`src/rtl/signed_minmax_tracker_if.sv`:
```
// Sample-stream and result bundle for signed_minmax_tracker.
// The min_idx/max_idx result signals exist only when MINMAX_INDEX_EN is defined.
interface signed_minmax_tracker_if #(
  parameter int unsigned N     = 4,
  parameter int unsigned CNT_W = 4
);

  logic             start;
  logic             in_valid;
  logic [N-1:0]     in_data;
  logic             in_ready;
  logic [N-1:0]     min_out;
  logic [N-1:0]     max_out;
  logic [CNT_W-1:0] sample_cnt;
  logic             busy;
  logic             done;
`ifdef MINMAX_INDEX_EN
  logic [CNT_W-1:0] min_idx;
  logic [CNT_W-1:0] max_idx;
`endif

  // Tracker side: consumes samples, drives results.
  modport slave (
`ifdef MINMAX_INDEX_EN
    output min_idx, max_idx,
`endif
    input  start, in_valid, in_data,
    output in_ready, min_out, max_out, sample_cnt, busy, done
  );

  // Producer side: drives samples, observes results.
  modport master (
`ifdef MINMAX_INDEX_EN
    input  min_idx, max_idx,
`endif
    output start, in_valid, in_data,
    input  in_ready, min_out, max_out, sample_cnt, busy, done
  );

endinterface

```
`src/rtl/signed_minmax_tracker.sv`:
```
// Frame-based running signed min/max tracker.
// Accepts FRAME two's-complement samples per frame over valid/ready and reports the frame
// minimum, maximum and sample count, pulsing done for one cycle at end of frame.
// Optional feature: define MINMAX_INDEX_EN to add min_idx/max_idx (0-based sample index of the
// current min/max).
module signed_minmax_tracker #(
  parameter int unsigned N     = 4,
  parameter int unsigned FRAME = 8,
  parameter int unsigned CNT_W = 4
) (
  input logic                    clk,
  input logic                    rst_n,
  signed_minmax_tracker_if.slave bus
);

  typedef enum logic [1:0] {StIdle, StRun, StDone} state_e;

  localparam logic [CNT_W-1:0] LastIdx = CNT_W'(FRAME - 1);

  state_e           state_q, state_d;
  logic [N-1:0]     min_q, min_d;
  logic [N-1:0]     max_q, max_d;
  logic [CNT_W-1:0] cnt_q, cnt_d;
  logic             first_q, first_d;
  logic             ready_q, ready_d;
  logic             busy_q, busy_d;
  logic             done_q, done_d;
`ifdef MINMAX_INDEX_EN
  logic [CNT_W-1:0] min_idx_q, min_idx_d;
  logic [CNT_W-1:0] max_idx_q, max_idx_d;
`endif

  logic accept;
  logic in_lt_min;
  logic in_gt_max;

  assign accept = bus.in_valid & ready_q;

  // Two signed comparators (comparatorSigned x=in_data, y=stored value); ties give neither.
  always_comb begin
    in_lt_min = $signed(bus.in_data) < $signed(min_q);
    in_gt_max = $signed(bus.in_data) > $signed(max_q);
  end

  // Next-state and registered-output computation for the frame FSM.
  always_comb begin
    state_d   = state_q;
    min_d     = min_q;
    max_d     = max_q;
    cnt_d     = cnt_q;
    first_d   = first_q;
    ready_d   = ready_q;
    busy_d    = busy_q;
    done_d    = 1'b0;
`ifdef MINMAX_INDEX_EN
    min_idx_d = min_idx_q;
    max_idx_d = max_idx_q;
`endif

    unique case (state_q)
      StIdle: begin
        ready_d = 1'b0;
        busy_d  = 1'b0;
        // Results of the previous frame stay visible until the next first sample.
        if (bus.start) begin
          state_d = StRun;
          cnt_d   = '0;
          first_d = 1'b1;
          ready_d = 1'b1;
          busy_d  = 1'b1;
        end
      end

      StRun: begin
        if (accept) begin
          cnt_d = cnt_q + 1'b1;
          if (first_q) begin
            first_d   = 1'b0;
            min_d     = bus.in_data;
            max_d     = bus.in_data;
`ifdef MINMAX_INDEX_EN
            min_idx_d = cnt_q;
            max_idx_d = cnt_q;
`endif
          end else if (in_lt_min) begin
            min_d     = bus.in_data;
`ifdef MINMAX_INDEX_EN
            min_idx_d = cnt_q;
`endif
          end else if (in_gt_max) begin
            max_d     = bus.in_data;
`ifdef MINMAX_INDEX_EN
            max_idx_d = cnt_q;
`endif
          end

          if (cnt_q == LastIdx) begin
            state_d = StDone;
            ready_d = 1'b0;
            busy_d  = 1'b0;
            done_d  = 1'b1;
          end
        end
      end

      StDone: begin
        state_d = StIdle;
        ready_d = 1'b0;
        busy_d  = 1'b0;
      end

      default: begin
        state_d = StIdle;
        ready_d = 1'b0;
        busy_d  = 1'b0;
      end
    endcase
  end

  // State and output registers; reset clears everything immediately.
  always_ff @(posedge clk or negedge rst_n) begin
    if (!rst_n) begin
      state_q   <= StIdle;
      min_q     <= '0;
      max_q     <= '0;
      cnt_q     <= '0;
      first_q   <= 1'b0;
      ready_q   <= 1'b0;
      busy_q    <= 1'b0;
      done_q    <= 1'b0;
`ifdef MINMAX_INDEX_EN
      min_idx_q <= '0;
      max_idx_q <= '0;
`endif
    end else begin
      state_q   <= state_d;
      min_q     <= min_d;
      max_q     <= max_d;
      cnt_q     <= cnt_d;
      first_q   <= first_d;
      ready_q   <= ready_d;
      busy_q    <= busy_d;
      done_q    <= done_d;
`ifdef MINMAX_INDEX_EN
      min_idx_q <= min_idx_d;
      max_idx_q <= max_idx_d;
`endif
    end
  end

  assign bus.in_ready   = ready_q;
  assign bus.busy       = busy_q;
  assign bus.done       = done_q;
  assign bus.min_out    = min_q;
  assign bus.max_out    = max_q;
  assign bus.sample_cnt = cnt_q;
`ifdef MINMAX_INDEX_EN
  assign bus.min_idx    = min_idx_q;
  assign bus.max_idx    = max_idx_q;
`endif

endmodule
```
`src/flat_wrapper.sv`:
```
// flat-port wrapper written by rule: the top's interface ports become plain ports
module signed_minmax_tracker_flat 
#(
  parameter int unsigned N     = 4,
  parameter int unsigned FRAME = 8,
  parameter int unsigned CNT_W = 4
)
  (clk, rst_n, bus_start, bus_in_valid, bus_in_data, bus_in_ready, bus_min_out, bus_max_out, bus_sample_cnt, bus_busy, bus_done);
  signed_minmax_tracker_if #(.N(N), .CNT_W(CNT_W)) bus_i ();
  input logic clk;
  input logic rst_n;
  input wire logic [$bits(bus_i.start)-1:0] bus_start;
  input wire logic [$bits(bus_i.in_valid)-1:0] bus_in_valid;
  input wire logic [$bits(bus_i.in_data)-1:0] bus_in_data;
  output wire logic [$bits(bus_i.in_ready)-1:0] bus_in_ready;
  output wire logic [$bits(bus_i.min_out)-1:0] bus_min_out;
  output wire logic [$bits(bus_i.max_out)-1:0] bus_max_out;
  output wire logic [$bits(bus_i.sample_cnt)-1:0] bus_sample_cnt;
  output wire logic [$bits(bus_i.busy)-1:0] bus_busy;
  output wire logic [$bits(bus_i.done)-1:0] bus_done;
  assign bus_i.start = bus_start;
  assign bus_i.in_valid = bus_in_valid;
  assign bus_i.in_data = bus_in_data;
  assign bus_in_ready = bus_i.in_ready;
  assign bus_min_out = bus_i.min_out;
  assign bus_max_out = bus_i.max_out;
  assign bus_sample_cnt = bus_i.sample_cnt;
  assign bus_busy = bus_i.busy;
  assign bus_done = bus_i.done;
  signed_minmax_tracker #(.N(N), .FRAME(FRAME), .CNT_W(CNT_W)) u_core (.clk(clk), .rst_n(rst_n), .bus(bus_i));
endmodule
```
`config.mk`:
```
export PLATFORM = sky130hd
export DESIGN_NAME = signed_minmax_tracker_flat
export DESIGN_NICKNAME = d
export VERILOG_FILES = /design/src/rtl/signed_minmax_tracker_if.sv /design/src/rtl/signed_minmax_tracker.sv /design/src/flat_wrapper.sv
export SDC_FILE = /design/constraint.sdc
export NUM_CORES = 1
export LEC_CHECK = 0
export BUFFER_PORTS_ARGS = -buffer_cell sky130_fd_sc_hd__buf_2
export CAP_MARGIN = 5
export CORE_MARGIN = 2
export CORE_UTILIZATION = 52
export DETAILED_ROUTE_END_ITERATION = 16
export MAX_ROUTING_LAYER = met4
export PLACE_DENSITY = 0.82
export SYNTH_ARGS = -nofsm -noshare
export SYNTH_HDL_FRONTEND = slang
export SYNTH_SLANG_ARGS = --single-unit
```
`constraint.sdc`:
```
create_clock -name clk -period 1.9 [get_ports clk]
set_input_delay 0.095 -clock clk [delete_from_list [all_inputs] [get_ports clk]]
set_output_delay 0.095 -clock clk [all_outputs]
set_load 0.02 [all_outputs]
```
==> flow_summary.yaml <==
yosys:
  synth_compound_area_share_pct: 17.7
  synth_area_leaders: "dfrtp_1, ha_1, mux2_4"
  synth_edf_count: 0
  synthAdderAreaFrac_pct: 9.50
  synth_top_family_by_area: "simple AND/OR/NAND/NOR gates"
  netlist_top_cells_count: "dfrtp_1, nor2_1, inv_1"
  synthSimpleGateAreaFrac_pct: 20.8
  synth_cells: 105
  synth_area_um2: 1050
  yosys_warnings: 0
  synthDistinctLibCells: 33
  ys_async_sr_fraction_pct: 100
  synth_most_common_cell: "dfrtp_1"
  yosysSeqAreaShare_pct: 40.4
  synth_nets: 121
  synth_xor_area_share_pct: 0.831
  synth_top_area_share_pct: 40.4
  synth_top_area_cell: "dfrtp_1"
  ys.flop_type: "dfrtp_1"
  synth.mux.area_fraction_pct: 5.70
  avgSynthCellArea_um2: 10.0
  synth-seq-cells: 17
setup_path:
  critPathCaptureType: "flop"
  r2r_setup_slack_ns: 0.05
  critPathTopFamily: "simple AND/OR/NAND/NOR gates"
  endpoint: "u_core.bus.min_out[3]"
  required_ns: 2.08
  worst_ep_arrival_time_ns: 2.02
  path_cells: "inv_2 > ha_4 > nand2b_4 > o31ai_2 > or2_4 > o21ai_4 > mux2_4"
  regToRegEndpoint: "u_core.bus.min_out[3]"
  worstSetupStartpoint: "u_core.bus.min_out[3]"
  r2r_start: "u_core.bus.min_out[3]"
  critPathMaxFanout: 5
  critPathKind: "reg -> reg"
  crit_path_top_delay_cell: "dfrtp_2"
  crit_cells: 7
  critical_path.startpoint_type: "flop"
  r2r_cells: 7
  max_stage_delay_ns: 0.39
  crit_buf_inv: 1
finish:
  syn_to_final_growth_pct: 21.6
  diodes: 0
  drive_above_1_share_pct: 33.8
  n_fill_cell: 164
  design_area_um2: 1280
  fin_nets: 150
  layout.cells.non_filler: 160
placed_design:
  pre_cts_slack_ns: 0.0340
  io_buffers: 22
  dpl_cell_area_um2: 1200
  routabilityCongestion: 0.860
  hpwl_mm: 1.62
  dp.cells: 154
grt:
  antenna_found_initial: 0
  track_usage_pct: 20.5
  grt_max_degree: 18
  grt_pass1_vias: 854
  grt_remaining_overflow: 0
  grt_pass1_wl_mm: 3.71
cts:
  clock_path_buffers: 2
  cts_max_level: 1
  cts_tree: "done"
  clockRootBuffer: "clkbuf_4"
  cts-buffers-inserted: 3
  insertion_delay_ns: 0.28
  clk_pin_slew_ns: 0.10
  cts_num_sinks: 17
flow_run:
  maxCapViolCount: 0
die:
  die_area_um2: 2400
  fp.dieW_um: 49.0
  core_area_um2: 1940
  boundaryPins: 23
  start_util_pct: 54.3
  rows: 16
  die_height_um: 49.0
route:
  dr.pass1.iters: 4
  wire_per_inst_um: 13.4
  routed_via_density: 5.39
  drtIter0Drc: 7
  routed_wl_mm: 2.15
  vias: 863
  drc: 0
  ant_nets: 0
sta:
  post-route-period-util_pct: 97.3
  hold_viol: 0
  skew_ns: 0.000718
  drv_slew: 0
  period_minus_slack_ns: 1.85
  setup_viol: 0
  rsz0062_at_grt: "false"
  max_freq_mhz: 541
  timing_worst_slew_pin_value_ns: 0.379
  relSlewSlack_pct: 74.7
  worst_slack_ns: 0.0516
  fin_setup_tns_ns: 0
run_status:
  status: "finished, final reports clean"
power:
  peakVddDrop_v: 0.000931
  power_leakage_nw: 0.635
  power_density_nw_per_um2: 1520
min_path:
  hp-class: "in -> reg"
==> how the worst min path moves through the flow <==
stage                     cells past startpoint                       end           start  slack, ns
after floorplan                               0           u_core.bus.done           rst_n      -0.20
after global placement                        1  u_core.bus.sample_cnt[3]           rst_n       0.03
after detailed placement                      1       u_core.bus.in_ready           rst_n       0.04
after CTS                                     2     u_core.bus.min_out[0]  bus_in_data[0]        0.1
after global routing                          2     u_core.bus.min_out[0]  bus_in_data[0]       0.09
final                                         2     u_core.bus.min_out[0]  bus_in_data[0]        0.1
==> routing by layer <==
layer	global-route usage, %	share of wire (%)
met1	24.9	46
met2	35.6	51
met3	3.68	2.8
met4	4.29	0.42
met5	-	0
==> kinds of logic (layout without fill, tap and decap cells) <==
| family | Yosys count | count (layout) |
|---|---|---|
| buf+inv | 13 | 41 |
| fa+ha+maj | 8 | 8 |
| mux | 4 | 4 |
| flops | 17 | 17 |
| xor+xnor | 1 | 1 |
| simple gates | 40 | 40 |
| compound gates | 22 | 22 |
==> timing repair <==
action | 4_1_cts | 5_1_grt
setup buffers | 0 | 1
endpoints found under the setup margin | 0 | 6
hold endpoints to repair | 17 | 0
hold buffers | 1 | 0
resized for setup | 0 | 5
==> power by group <==
group | switching, mW | internal [mW]
clock network | 0.112 | 0.0815
logic | 0.608 | 0.506
registers | 0.149 | 0.494
==> sequential cells by signal (all words and copies together), names as in the netlist <==
register and cells:
u_core.bus.min_out 4, u_core.bus.in_ready 1, u_core.bus.max_out 4, u_core.state_q 2, u_core.first_q 1, u_core.bus.sample_cnt 4, u_core.bus.done 1
==> metrics by stage <==
stage	hold WS, ns	util, %	total power [mW]
floorplan	-0.201	-	1.40
global placement	0.0310	62.0	1.65
detailed placement	0.0356	62.0	1.67
CTS	0.0953	63.9	1.87
global route	0.0935	66.0	2.11
finish	0.0973	66.0	1.95
==> layout make-up <==
cell class	instances	area, µm²	share of cell area [%]
timing repair buffer	27	150	11.7
tap	27	33.8	2.64
multi-input combinational	75	607	47.4
inverter	10	37.5	2.93
sequential	17	427	33.3
clock buffer	4	26.3	2.05
==> cells in the final DEF, fill, tap and decap left out, drive strengths merged <==
cell,synthesis,routed
a2111oi,1,1
a21o,1,1
a21oi,1,1
a221oi,4,4
a22o,1,1
a31o,1,1
a41o,1,1
and3,4,4
buf,1,26
clkbuf,2,4
dfrtp,17,17
dlygate4sd3,0,1
ha,8,8
inv,10,10
mux2,4,4
nand2,6,6
nand2b,4,4
nand3,6,6
nand3b,1,1
nand4,2,2
nand4b,1,1
nor2,10,10
nor2b,2,2
nor3,2,2
nor3b,1,1
o211ai,4,4
o21ai,7,7
o31ai,1,1
or2,1,1
xor2,1,1
(Power assumes the default switching activity.)
